==> config.mk <==
export PLATFORM = sky130hd
export DESIGN_NAME = adder_mask_reducer_flat
export DESIGN_NICKNAME = d
export VERILOG_FILES = /design/src/rtl/adder_mask_reducer_if.sv /design/src/rtl/adder_mask_reducer.sv /design/src/flat_wrapper.sv
export SDC_FILE = /design/constraint.sdc
export NUM_CORES = 2
export LEC_CHECK = 0
export BUFFER_PORTS_ARGS = -buffer_cell sky130_fd_sc_hd__buf_2
export CAP_MARGIN = 20
export CORE_MARGIN = 4
export CORE_UTILIZATION = 40
export DETAILED_ROUTE_END_ITERATION = 10
export PLACE_DENSITY = 0.66
export SYNTH_ARGS = -nofsm -noshare
export SYNTH_HDL_FRONTEND = slang
export SYNTH_SLANG_ARGS = --single-unit
==> constraint.sdc <==
create_clock -name clk -period 47 [get_ports clk]
set_input_delay 4.7 -clock clk [delete_from_list [all_inputs] [get_ports clk]]
set_output_delay 4.7 -clock clk [all_outputs]
set_load 0.005 [all_outputs]
==> src/rtl/adder_mask_reducer_if.sv <==
`default_nettype none
// ============================================================================
// Module      : adder_mask_reducer_if
// Description : Batch-in / result-out bus for the CIM adder-mask reducer.
//               Slave is the reducer, master is the batch producer/consumer.
// Revision    : 1.0 - initial release
// ============================================================================
interface adder_mask_reducer_if #(
    parameter int NUM_MACRO = 16,
    parameter int OUT_CH    = 512,
    parameter int PSUM_W    = 16
);
    localparam int BIT_OUT_CH = $clog2(OUT_CH);
    localparam int ACC_W      = PSUM_W + $clog2(NUM_MACRO);

    // batch input side
    logic                            in_valid;
    logic                            in_ready;
    logic [NUM_MACRO*BIT_OUT_CH-1:0] WHICH_FILTER;
    logic [NUM_MACRO*NUM_MACRO-1:0]  Adder_mask;
    logic [NUM_MACRO-1:0]            MACRO_EN;
    logic [NUM_MACRO*PSUM_W-1:0]     PSUM;

    // reduced result side
    logic                            out_valid;
    logic                            out_ready;
    logic [BIT_OUT_CH-1:0]           out_filter;
    logic [ACC_W-1:0]                out_sum;
    logic                            out_last;

    modport slave (
        input  in_valid, WHICH_FILTER, Adder_mask, MACRO_EN, PSUM, out_ready,
        output in_ready, out_valid, out_filter, out_sum, out_last
    );

    modport master (
        output in_valid, WHICH_FILTER, Adder_mask, MACRO_EN, PSUM, out_ready,
        input  in_ready, out_valid, out_filter, out_sum, out_last
    );
endinterface
`default_nettype wire

==> src/rtl/adder_mask_reducer.sv <==
`default_nettype none
// ============================================================================
// Module      : adder_mask_reducer
// Description : Accepts one batch of macro partial sums, then emits one
//               reduced sum per filter group (head = lowest pending macro,
//               group = head plus pending macros flagged in the head's mask
//               row), one result per cycle under backpressure.
// Revision    : 1.0 - initial release
// ============================================================================
module adder_mask_reducer #(
    parameter int NUM_MACRO = 16,
    parameter int OUT_CH    = 512,
    parameter int PSUM_W    = 16
) (
    input wire                  clk,
    input wire                  rst_n,
    adder_mask_reducer_if.slave bus
);
    localparam int BIT_OUT_CH = $clog2(OUT_CH);
    localparam int ACC_W      = PSUM_W + $clog2(NUM_MACRO);
    localparam int HEAD_W     = (NUM_MACRO > 1) ? $clog2(NUM_MACRO) : 1;

    localparam logic [0:0] S_IDLE = 1'b0;
    localparam logic [0:0] S_EMIT = 1'b1;

    // ------------------------------------------------------------------
    // State
    // ------------------------------------------------------------------
    logic [0:0]                      state_q,        state_d;
    logic [NUM_MACRO-1:0]            pending_q,      pending_d;
    logic [NUM_MACRO*BIT_OUT_CH-1:0] which_filter_q, which_filter_d;
    logic [NUM_MACRO*NUM_MACRO-1:0]  mask_q,         mask_d;
    logic [NUM_MACRO*PSUM_W-1:0]     psum_q,         psum_d;
    logic                            out_valid_q,    out_valid_d;
    logic [BIT_OUT_CH-1:0]           out_filter_q,   out_filter_d;
    logic [ACC_W-1:0]                out_sum_q,      out_sum_d;
    logic                            out_last_q,     out_last_d;

    // ------------------------------------------------------------------
    // Reduction datapath. The first group of a batch is computed straight
    // from the bus so it can be registered on the accept edge (latency 1);
    // later groups come from the stored copy of the batch.
    // ------------------------------------------------------------------
    logic                            is_idle;
    logic [NUM_MACRO-1:0]            src_pend;
    logic [NUM_MACRO*BIT_OUT_CH-1:0] src_filt;
    logic [NUM_MACRO*NUM_MACRO-1:0]  src_mask;
    logic [NUM_MACRO*PSUM_W-1:0]     src_psum;

    logic [BIT_OUT_CH-1:0]           filt_arr  [NUM_MACRO];
    logic [NUM_MACRO-1:0]            mask_rows [NUM_MACRO];
    logic [ACC_W-1:0]                psum_ext  [NUM_MACRO];

    logic [HEAD_W-1:0]               head;
    logic [NUM_MACRO-1:0]            head_row;
    logic [NUM_MACRO-1:0]            grp;
    logic [NUM_MACRO-1:0]            rest;
    logic [ACC_W-1:0]                red_sum;

    assign is_idle  = (state_q == S_IDLE);
    assign src_pend = is_idle ? bus.MACRO_EN     : pending_q;
    assign src_filt = is_idle ? bus.WHICH_FILTER : which_filter_q;
    assign src_mask = is_idle ? bus.Adder_mask   : mask_q;
    assign src_psum = is_idle ? bus.PSUM         : psum_q;

    generate
        for (genvar k = 0; k < NUM_MACRO; k++) begin : g_unpack
            assign filt_arr[k]  = src_filt[k*BIT_OUT_CH +: BIT_OUT_CH];
            assign mask_rows[k] = src_mask[k*NUM_MACRO +: NUM_MACRO];
            assign psum_ext[k]  = {{(ACC_W-PSUM_W){src_psum[k*PSUM_W+PSUM_W-1]}},
                                   src_psum[k*PSUM_W +: PSUM_W]};
        end
    endgenerate

    // Pick the head macro, build its group from the head row only (diagonal
    // forced), and add the sign-extended partial sums of the members.
    always_comb begin
        head = '0;
        for (int j = NUM_MACRO - 1; j >= 0; j--) begin
            if (src_pend[j]) begin
                head = HEAD_W'(j);
            end
        end
        head_row = mask_rows[head];
        grp      = '0;
        red_sum  = '0;
        for (int j = 0; j < NUM_MACRO; j++) begin
            grp[j] = src_pend[j] & (head_row[j] | (head == HEAD_W'(j)));
            if (grp[j]) begin
                red_sum = red_sum + psum_ext[j];
            end
        end
        rest = src_pend & ~grp;
    end

    // ------------------------------------------------------------------
    // Control: accept in IDLE, present groups in EMIT, leave after the
    // handshake of the last group.
    // ------------------------------------------------------------------
    always_comb begin
        state_d        = state_q;
        pending_d      = pending_q;
        which_filter_d = which_filter_q;
        mask_d         = mask_q;
        psum_d         = psum_q;
        out_valid_d    = out_valid_q;
        out_filter_d   = out_filter_q;
        out_sum_d      = out_sum_q;
        out_last_d     = out_last_q;

        case (state_q)
            S_IDLE: begin
                if (bus.in_valid) begin
                    which_filter_d = bus.WHICH_FILTER;
                    mask_d         = bus.Adder_mask;
                    psum_d         = bus.PSUM;
                    pending_d      = rest;
                    if (|bus.MACRO_EN) begin
                        state_d      = S_EMIT;
                        out_valid_d  = 1'b1;
                        out_filter_d = filt_arr[head];
                        out_sum_d    = red_sum;
                        out_last_d   = (rest == '0);
                    end
                end
            end
            S_EMIT: begin
                if (bus.out_ready) begin
                    if (out_last_q) begin
                        state_d     = S_IDLE;
                        out_valid_d = 1'b0;
                        pending_d   = '0;
                    end else begin
                        out_filter_d = filt_arr[head];
                        out_sum_d    = red_sum;
                        out_last_d   = (rest == '0);
                        pending_d    = rest;
                    end
                end
            end
            default: begin
                state_d     = S_IDLE;
                out_valid_d = 1'b0;
                pending_d   = '0;
            end
        endcase
    end

    // Register all state; reset discards any batch in flight.
    always_ff @(posedge clk or negedge rst_n) begin
        if (!rst_n) begin
            state_q        <= S_IDLE;
            pending_q      <= '0;
            which_filter_q <= '0;
            mask_q         <= '0;
            psum_q         <= '0;
            out_valid_q    <= 1'b0;
            out_filter_q   <= '0;
            out_sum_q      <= '0;
            out_last_q     <= 1'b0;
        end else begin
            state_q        <= state_d;
            pending_q      <= pending_d;
            which_filter_q <= which_filter_d;
            mask_q         <= mask_d;
            psum_q         <= psum_d;
            out_valid_q    <= out_valid_d;
            out_filter_q   <= out_filter_d;
            out_sum_q      <= out_sum_d;
            out_last_q     <= out_last_d;
        end
    end

    assign bus.in_ready   = is_idle;
    assign bus.out_valid  = out_valid_q;
    assign bus.out_filter = out_filter_q;
    assign bus.out_sum    = out_sum_q;
    assign bus.out_last   = out_last_q;

endmodule
`default_nettype wire

==> src/flat_wrapper.sv <==
// flat-port wrapper written by rule: the top's interface ports become plain ports
module adder_mask_reducer_flat 
#(
    parameter int NUM_MACRO = 16,
    parameter int OUT_CH    = 512,
    parameter int PSUM_W    = 16
)
  (clk, rst_n, bus_in_valid, bus_WHICH_FILTER, bus_Adder_mask, bus_MACRO_EN, bus_PSUM, bus_out_ready, bus_in_ready, bus_out_valid, bus_out_filter, bus_out_sum, bus_out_last);
  adder_mask_reducer_if #(.NUM_MACRO(NUM_MACRO), .OUT_CH(OUT_CH), .PSUM_W(PSUM_W)) bus_i ();
  input wire clk;
  input wire rst_n;
  input wire logic [$bits(bus_i.in_valid)-1:0] bus_in_valid;
  input wire logic [$bits(bus_i.WHICH_FILTER)-1:0] bus_WHICH_FILTER;
  input wire logic [$bits(bus_i.Adder_mask)-1:0] bus_Adder_mask;
  input wire logic [$bits(bus_i.MACRO_EN)-1:0] bus_MACRO_EN;
  input wire logic [$bits(bus_i.PSUM)-1:0] bus_PSUM;
  input wire logic [$bits(bus_i.out_ready)-1:0] bus_out_ready;
  output wire logic [$bits(bus_i.in_ready)-1:0] bus_in_ready;
  output wire logic [$bits(bus_i.out_valid)-1:0] bus_out_valid;
  output wire logic [$bits(bus_i.out_filter)-1:0] bus_out_filter;
  output wire logic [$bits(bus_i.out_sum)-1:0] bus_out_sum;
  output wire logic [$bits(bus_i.out_last)-1:0] bus_out_last;
  assign bus_i.in_valid = bus_in_valid;
  assign bus_i.WHICH_FILTER = bus_WHICH_FILTER;
  assign bus_i.Adder_mask = bus_Adder_mask;
  assign bus_i.MACRO_EN = bus_MACRO_EN;
  assign bus_i.PSUM = bus_PSUM;
  assign bus_i.out_ready = bus_out_ready;
  assign bus_in_ready = bus_i.in_ready;
  assign bus_out_valid = bus_i.out_valid;
  assign bus_out_filter = bus_i.out_filter;
  assign bus_out_sum = bus_i.out_sum;
  assign bus_out_last = bus_i.out_last;
  adder_mask_reducer #(.NUM_MACRO(NUM_MACRO), .OUT_CH(OUT_CH), .PSUM_W(PSUM_W)) u_core (.clk(clk), .rst_n(rst_n), .bus(bus_i));
endmodule
==> run summary <==
xor and xnor fraction of the mapped netlist area = 4.28%
Slew @ Worst Pin = 1.29 ns
top_reg_cell synth = dfrtp_1
top-area cell type share of the netlist area = 33.1%
num rows = 129
initial core utilization = 40.5%
routed vias = 46100
Cell variety after synth = 105
count leader, synth = nand2_1
CTS Buf Count = 82
hpwl dp = 129 mm
status = completed
Largest stage delay, worst path = 0.90 ns
Gate Count Post-Synth = 6061
Final Max Tran Viols = 0
CP Capture Type = flop
Filler cells = 12100
dominant cell type by area after synthesis = dfrtp_1
Placed Cells = 8106
Async SR Flop Fraction = 100%
Worst Hold Launch = u_core.mask_q[250]$_DFFE_PN0P_
Req. time, crit path = 47.61 ns
CTS root buffer = clkbuf_16
overall routing resource usage = 25.7%
Via density = 5.52
worst path arrival time = 28.22 ns
relative slew slack = 14.3%
Syn-to-layout area delta = 15.3%
H-tree levels = 3
layout net count = 7522
initial DRC count = 3817
commonest cells in the netlist = 2076 x nand2_1, 665 x dfrtp_1, 372 x a21oi_1
Yosys reg bits = 665
register area share after synthesis = 33.1%
full die area = 132000 sq um
crit path max-delay cell type = a222oi_1
TritonCTS clock tree = yes
post-synthesis adder-cell area fraction = 7.50%
compound-gate portion of the synthesized area = 13.3%
first-pass GRT wire length = 264 mm
area occupied by multi-input gates = 31800 sq um
input/output buffers = 668
fin crit share = 58.7%
HP Class = flop to flop
register area = 16600 sq um
largest family of logic cells by synthesized area = simple AND/OR/NAND/NOR gates
Die Width = 363 um
Core Area = 124000 sq um
number of enable flip-flop cells after synthesis = 0
CTS clk-pin slew, worst paths = 0.07 ns
TNS Setup = 0 ns
clock sink count = 665
pin count of the biggest net entering global routing = 196
GP Congestion = 0.886
worst setup path startpoint = bus_MACRO_EN[12]
Area contributors post-synth = dfrtp_1 33%, nand2_1 15%, mux2_2 8.0%
count of final setup violators = 0
skew final = 0.0411 ns
GRT Residual Overflow = 0
# Post-CTS Setup Buffers = 0
worst r2r src = u_core.state_q$_DFF_PN0_
RSZ-0062 raised after global routing = no
Syn Nets = 7029
Max FO, Critical Path = 45
Synth Area per Inst = 8.30 sq um
maxcap violations = 0
Finished Layout Cells = 8343
Max Freq = 36.2 MHz
vias in the first global route = 44800
Netlist Area Pre-Place = 50300 sq um
critical path type = input port to flop
PostCTS Resize Cnt = 0
die height = 363 um
Clock Path Buffers = 3
Pre-antenna DRT Iters = 6
Fin. Hold Viols = 0
fin crit period = 27.61 ns
routed length per placed instance = 20.9 um
share of cells above drive strength 1 = 20.7%
Post-route DRC = 0
# IOs = 708
mux cell area share after synthesis = 16.4%
Setup crit start kind = input port
hold buffer count at CTS = 0
antenna violations before repair = 115
DRT antenna net count = 0
Synth Warn # = 0
final wirelength = 174 mm
Post-Synth Simple-Gate Area = 21.5%
Clk Latency, worst-skew pair = 0.71 ns
[worst paths after layout]
path / endpoint / slack (ns) / cells past startpoint
setup / recovery: u_core.bus.out_sum[19]$_DFFE_PN0P_ / 19.39 / 96
hold / removal: u_core.mask_q[250]$_DFFE_PN0P_ / 0.47 / 2
setup reg to reg: u_core.bus.out_sum[19]$_DFFE_PN0P_ / 21.87 / 98
hold reg to reg: u_core.mask_q[250]$_DFFE_PN0P_ / 0.47 / 2
max in group asynchronous: u_core.psum_q[108]$_DFFE_PN0P_ / 40.08 / 4
min in group asynchronous: u_core.mask_q[121]$_DFFE_PN0P_ / 4.05 / 1
[cells in the final DEF (no fill, tap or decap), types with 44 or more instances in the layout]
cell type  synthesis  final
diode_2            0     91
a21o_1            76     75
dfrtp_1          665    664
mux2_2           359    359
inv_1            160    160
clkbuf_16          0     82
a21oi_1          372    368
nor2_1           212    211
ha_1             277    277
xor2_1            50     50
mux2i_1          249    248
buf_2             21    667
o22ai_1          116    116
nand2_1         2076   2074
o21ai_0          115    115
nor3_1            64     64
mux4_2            74     74
nor2b_1           45     44
o21bai_1          97     92
buf_4             10     53
xnor2_1          188    188
[layer usage]
layer | routed length (um) | vias up | GRT usage, %
li1 | - | 21900 | -
met4 | 6570 | 38 | 11.0
met3 | 13100 | 338 | 5.72
met2 | 80800 | 1479 | 41.3
met5 | 252 | - | 0
met1 | 73500 | 22300 | 33.6
[state kept, by name, indices dropped and copies added, names as in the netlist]
register / flops
u_core.which_filter_q: 144
u_core.psum_q: 256
u_core.pending_q: 16
u_core.bus.out_filter: 9
u_core.bus.out_last: 1
u_core.mask_q: 217
u_core.bus.out_sum: 20
u_core.bus.out_valid: 1
u_core.state_q: 1
[stage by stage]
| step | util [%] | setup WS (ns) | cell area [sq um] | hold slack (ns) |
|---|---|---|---|---|
| 2_1_floorplan | - | 21.81 | 50300 | 0.440 |
| 3_3_place_gp | 44.2 | 19.19 | 55000 | 0.451 |
| 3_5_place_dp | 44.3 | 18.69 | 55000 | 0.456 |
| 4_1_cts | 46.5 | 19.43 | 57700 | 0.470 |
| 5_1_grt | 46.6 | 17.79 | 57900 | 0.483 |
| 6_report | 46.7 | 19.39 | 58000 | 0.468 |
[logic make-up (layout without fill, tap and decap cells)]
group,count (synthesis),count (layout)
simple gates,2643,2643
buf+inv,487,1041
fa+ha+maj,293,293
xor+xnor,241,241
compound gates,1046,1046
flops,665,665
other cells,0,91
mux,686,686
[layout make-up]
| type | instances | area share, % |
|---|---|---|
| Multi-Input combinational cell | 4909 | 54.8 |
| Sequential cell | 665 | 28.7 |
| Timing Repair Buffer | 728 | 6.74 |
| Clock buffer | 125 | 4.28 |
| Tap cell | 1637 | 3.53 |
| Inverter | 168 | 1.09 |
| Clock inverter | 20 | 0.431 |
| Antenna cell | 91 | 0.393 |
[worst max-delay path: cells and delay by family]
kind                       cells  cell delay, ns
muxes                          5            1.62
adders and majority gates     13            4.20
buffers and inverters          5            0.63
xor gates and xnor gates      17            3.32
and+or+nand+nor               21            4.38
AOI/OAI and AO/OA             35            9.31
Power is not shown: default switching activity piles up to over one toggle a cycle in this logic, so the estimate is an artifact.
